===== src/rtl/mips_dmem_ctrl.sv =====
`default_nettype none
// ============================================================================
//  Module      : mips_dmem_ctrl
//  Description : Multi-cycle data-memory stage for the MIPS datapath. It is a
//                word-organised RAM that stalls the CPU until each access completes.
//  Revision    : 1.0 - initial release
// ============================================================================
module mips_dmem_ctrl #(
    parameter int DATA_WIDTH = 32,
    parameter int DEPTH      = 64,
    parameter int LATENCY    = 2,
    parameter int CNT_WIDTH  = 16
) (
    input  logic                  clk,
    input  logic                  rst,
    input  logic [DATA_WIDTH-1:0] addr,
    input  logic [DATA_WIDTH-1:0] wdata,
    input  logic                  memread,
    input  logic                  memwrite,
    output logic [DATA_WIDTH-1:0] readdata,
    output logic                  stall,
    output logic                  misalign_err,
    output logic [CNT_WIDTH-1:0]  acc_count
);

    localparam int         c_IDX_W     = $clog2(DEPTH);
    localparam logic [3:0] c_WAIT_INIT = 4'(LATENCY - 1);

    typedef enum logic [1:0] {
        S_IDLE = 2'd0,
        S_WAIT = 2'd1,
        S_DONE = 2'd2
    } state_t;

    state_t                r_state;
    state_t                w_state_nxt;
    logic [3:0]            r_wait_cnt;
    logic [c_IDX_W-1:0]    r_idx;
    logic [DATA_WIDTH-1:0] r_wdata;
    logic                  r_is_write;
    logic [DATA_WIDTH-1:0] r_readdata;
    logic                  r_misalign;
    logic [CNT_WIDTH-1:0]  r_acc_count;
    logic [DATA_WIDTH-1:0] r_mem [DEPTH];

    logic                  w_req;
    logic                  w_aligned;
    logic                  w_start;
    logic                  w_misalign_hit;
    logic                  w_commit;
    logic                  w_stall;
    logic                  w_unused_addr_hi;

    assign w_req     = memread | memwrite;
    assign w_aligned = (addr[1:0] == 2'b00);

    // Upper address bits are deliberately dropped so accesses wrap modulo DEPTH words.
    assign w_unused_addr_hi = ^addr[DATA_WIDTH-1:c_IDX_W+2];

    always_comb begin
        w_state_nxt    = r_state;
        w_start        = 1'b0;
        w_misalign_hit = 1'b0;
        w_commit       = 1'b0;
        w_stall        = 1'b0;
        case (r_state)
            S_IDLE: begin
                if (w_req) begin
                    if (w_aligned) begin
                        w_start     = 1'b1;
                        w_stall     = 1'b1;
                        w_state_nxt = S_WAIT;
                    end else begin
                        w_misalign_hit = 1'b1;
                    end
                end
            end
            S_WAIT: begin
                w_stall = 1'b1;
                if (r_wait_cnt == 4'd0) begin
                    w_commit    = 1'b1;
                    w_state_nxt = S_DONE;
                end
            end
            // The request still visible here belongs to the instruction just served.
            S_DONE:  w_state_nxt = S_IDLE;
            default: w_state_nxt = S_IDLE;
        endcase
    end

    // Stall is masked by reset so an aborted access releases the CPU at once.
    assign stall = w_stall & ~rst;

    always_ff @(posedge clk or posedge rst) begin
        if (rst) begin
            r_state     <= S_IDLE;
            r_wait_cnt  <= 4'd0;
            r_idx       <= '0;
            r_wdata     <= '0;
            r_is_write  <= 1'b0;
            r_readdata  <= '0;
            r_misalign  <= 1'b0;
            r_acc_count <= '0;
        end else begin
            r_state <= w_state_nxt;
            if (w_start) begin
                r_wait_cnt <= c_WAIT_INIT;
                r_idx      <= addr[c_IDX_W+1:2];
                r_wdata    <= wdata;
                r_is_write <= memwrite;
            end else if (r_state == S_WAIT && r_wait_cnt != 4'd0) begin
                r_wait_cnt <= r_wait_cnt - 4'd1;
            end
            if (w_misalign_hit) begin
                r_misalign <= 1'b1;
            end
            if (w_commit) begin
                r_acc_count <= r_acc_count + CNT_WIDTH'(1);
                if (!r_is_write) begin
                    r_readdata <= r_mem[r_idx];
                end
            end
        end
    end

    // RAM contents survive reset; commit is driven from the reset-cleared FSM.
    always_ff @(posedge clk) begin
        if (w_commit && r_is_write) begin
            r_mem[r_idx] <= r_wdata;
        end
    end

    assign readdata     = r_readdata;
    assign misalign_err = r_misalign;
    assign acc_count    = r_acc_count;

endmodule
`default_nettype wire


===== config.mk =====
export PLATFORM = sky130hd
export DESIGN_NAME = mips_dmem_ctrl
export DESIGN_NICKNAME = d
export VERILOG_FILES = /design/src/rtl/mips_dmem_ctrl.sv
export SDC_FILE = /design/constraint.sdc
export NUM_CORES = 2
export LEC_CHECK = 0
export CORE_MARGIN = 2
export CORE_UTILIZATION = 30
export CTS_CLUSTER_SIZE = 16
export DETAILED_ROUTE_END_ITERATION = 12
export PLACE_DENSITY = 0.43
export SLEW_MARGIN = 40
export SYNTH_ARGS = -nofsm -noshare
export SYNTH_HDL_FRONTEND = slang
export SYNTH_SLANG_ARGS = --single-unit

===== constraint.sdc =====
create_clock -name clk -period 3.35 [get_ports clk]
set_input_delay 0.5025 -clock clk [delete_from_list [all_inputs] [get_ports clk]]
set_output_delay 0.5025 -clock clk [all_outputs]
set_load 0.02 [all_outputs]

==> results by group <==
Floorplan
  – Count of pins on the block boundary: roughly 120
  – Starting utilization of the core area: 30.2%
  – Total Die Area: about 280000 sq um
  – Die X: roughly 530 um
  – Y dimension of the die: ~530 um
  – CORE AREA: ~270000 sq um
  – Placement Rows: 192

GRT
  – Global-route wire length before repair: roughly 440000 um
  – Remaining global-route overflow: 0
  – Via count of the first global-routing pass: 47200
  – Pin count of the biggest net entering global routing: between 60 and 70
  – Antenna violations before repair: 22
  – Global-route usage over all layers: 23.1%

CTS
  – Number of clock sinks: roughly 2100
  – Inserted Clock Buffers: ~220
  – Clock latency of the later-clocked register in the worst-skew pair: 890 ps
  – Post-CTS setup repair buffer count: 0
  – Maximum buffer depth of the clock tree: 3
  – Clock tree root driver cell: clkbuf_16
  – Clk slew on worst S/H paths: 60 ps
  – CTS tree: yes
  – Maximum level of the CTS H-tree: 4

Synth
  – Net count after synthesis: roughly 4500
  – Post-synthesis sequential area ratio: approximately 77%
  – Synth Register Bits: between 2000 and 2500
  – Average cell area after synthesis: between 15 and 20 sq um
  – Yosys Warn Count: 0
  – Cell area after synthesis: ~83000 sq um
  – Post-Synthesis Cells: 4419
  – Async set or reset register ratio after synthesis: between 4 and 5%
  – Ys flop type: edfxtp_1
  – Library cells used by synthesis: 73
  – Number of enable flip-flop cells after synthesis: about 2000
  – Fraction of post-synthesis cell area in the top cell type by area: about 74%
  – Library cell occupying the most area in the post-synthesis netlist: edfxtp_1
  – Main area contributors after synthesis: edfxtp_1 (74%), mux2i_1 (4.0%), mux4_2 (4.0%)
  – Commonest cells in the netlist: edfxtp_1 (2048), mux2i_1 (331), nand2_1 (214)
  – Cell with the most instances after synthesis: edfxtp_1

Timing
  – RSZ-0062 raised after global routing: false
  – Final Worst Setup Slack: -45.4 ps
  – Post-route minimum period: between 3000 and 4000 ps
  – Number of pins with negative max-slew slack in the final report: 0
  – Fmax: approximately 0.29 GHz
  – Final number of hold-violating endpoints: 0
  – Tcrit/Tclk final: 101%
  – Worst Max-Slew Pin Slew: roughly 870 ps
  – Minimum hold slack: 150 ps
  – Final Setup Violations: 1
  – Skew final: ~65 ps
  – Max-slew headroom at the worst pin: 42.3%

Pwr
  – Total leakage power: 0.0327 uW
  – P per Cell Area: slightly below 900 nW/um^2
  – Peak VDD IR: approximately 0.53 mV

Placement
  – Port Buffer Count: between 90 and 100
  – Minimum setup slack after placement: -24.9 ps
  – Routability cong.: 0.818
  – Placed inst area: 93600 sq um
  – Hpwl dp: 207000 um
  – Number of placed cells counting well taps: ~8400

Worst setup path
  – Worst flop-to-flop path startpoint: r_idx[2]
  – Critical path data arrival time: slightly above 4000 ps
  – Maximum net fanout on the critical path: 14
  – CP required: 4080 ps
  – Crit. Startpoint: r_idx[2]
  – Startpoint type of the worst setup path: flip-flop
  – Critical path type: reg -> reg
  – Endpoint class of the critical path: flip-flop
  – Depth of the worst register-to-register path: 9

Cells and area
  – Post-Layout Cell Count: 8793
  – Total area of sequential cells: approximately 64000 sq um
  – Final-layout fill cell count: between 20000 and 30000
  – Area of combinational cells with multiple inputs: about 18000 sq um
  – Fraction of layout cells with a size suffix above 1: around a quarter
  – Final layout net count: 5074
  – Final Cell Area: roughly 100000 sq um
  – Layout overhead on the synthesized area: 22.0%

Run status
  – Result of the run: finished with violations
  – Failing checks: negative setup slack

Routing
  – Final routed DRC violation total: 0
  – Initial detailed-routing violation count: approximately 6000
  – Detail-routed net length per standard cell: between 30 and 40 um
  – Number of vias after detailed routing: between 40000 and 50000
  – Via density per instance: 5.52
  – Count of antenna-violating nets left after detailed routing: 0
  – 1st-pass router iterations: 5
  – Sum of routed wire length over all layers: around 330000 um

Worst hold path
  – Tightest Hold Check Type: in -> reg
  – Number of cells on the worst hold path: 3
  – Start point of the worst min-delay path: wdata[22]

Flow run
  – Count of max-cap constraint violations: 0
[power breakdown]
part	leakage [uW]	switching, uW	internal [uW]
clock network	0.00345	10700	13600
registers	0.0197	3050	33600
logic	0.00957	18200	10000
[through the flow]
step	setup TNS (ps)	utilization [%]	total power [uW]
2_1_floorplan	-537710	-	49700
3_3_place_gp	-18.4	34.2	65300
3_5_place_dp	-24.9	34.2	65500
4_1_cts	0	36.8	89700
5_1_grt	0	36.8	91900
6_report	-45.4	36.8	89200
[worst paths after layout]
check / endpoint / slack [ps]
setup / recovery: readdata[18] / -50
hold / removal: r_wdata[22] / 150
setup reg to reg: readdata[18] / -50
hold reg to reg: acc_count[15] / 470
max in group asynchronous: r_idx[0] / 2050
min in group asynchronous: misalign_err / 510
[flip-flops by register name, indices dropped and copies added (netlist names)]
signal        cells
r_mem          2048
r_wdata          32
readdata         32
acc_count        16
r_idx             6
r_wait_cnt        4
r_state           2
misalign_err      1
r_is_write        1
[placed cells by master (no fill, tap or decap), types with 145 or more instances in the layout]
master / n
clkbuf_16: 227
nand2_1: 214
buf_12: 199
edfxtp_1: 2048
a221oi_1: 169
buf_4: 350
mux2i_1: 331
mux2_2: 152
mux4_2: 145
a22oi_1: 183
[worst max-delay path, cell delays in order, from the launching register on]
cell and delay [ps]:
dfrtp_4 630, buf_12 250, nor2b_4 530, buf_4 450, a22oi_1 120, o21ai_0 90, a211oi_1 130, a2111oi_1 630
buf_4 230, a41oi_1 120
[per-layer routing]
| layer | vias up | track usage, % | wire length, um |
|---|---|---|---|
| met4 | 6 | 6.52 | 9790 |
| li1 | 19400 | - | - |
| met1 | 26600 | 32.3 | 142000 |
| met3 | 428 | 3.18 | 21100 |
| met5 | - | 0 | 29 |
| met2 | 2056 | 37.3 | 155000 |
[repair_timing]
| action | in CTS | in global routing |
|---|---|---|
| endpoints found under the setup margin | 1 | 2 |
| hold buffers | 1 | 0 |
| endpoints found under the hold margin | 16 | 0 |
| gates resized for setup | 1 | 1 |
[final cells by class]
class,instances,share of cell area (%)
Sequential cell,2142,63.5
Clock inverter,97,0.851
Inverter,7,0.0435
Tap cell,3589,4.46
Timing Repair Buffer,646,7.54
Antenna cell,7,0.0174
Multi-Input combinational cell,1982,17.5
Clock buffer,323,6.19
[cell families after synthesis]
logic type | after synthesis | share of synthesized area, %
XOR/XNOR | 18 | 0.191
buffers and inverters | 295 | 2.12
AND/OR/NAND/NOR | 473 | 2.50
adder cells (fa/ha/maj) | 3 | 0.0455
multiplexers | 635 | 10.2
flip-flops | 2142 | 77.3
AO/OA/AOI/OAI | 853 | 7.66
Power figures use the tool's default switching activity.
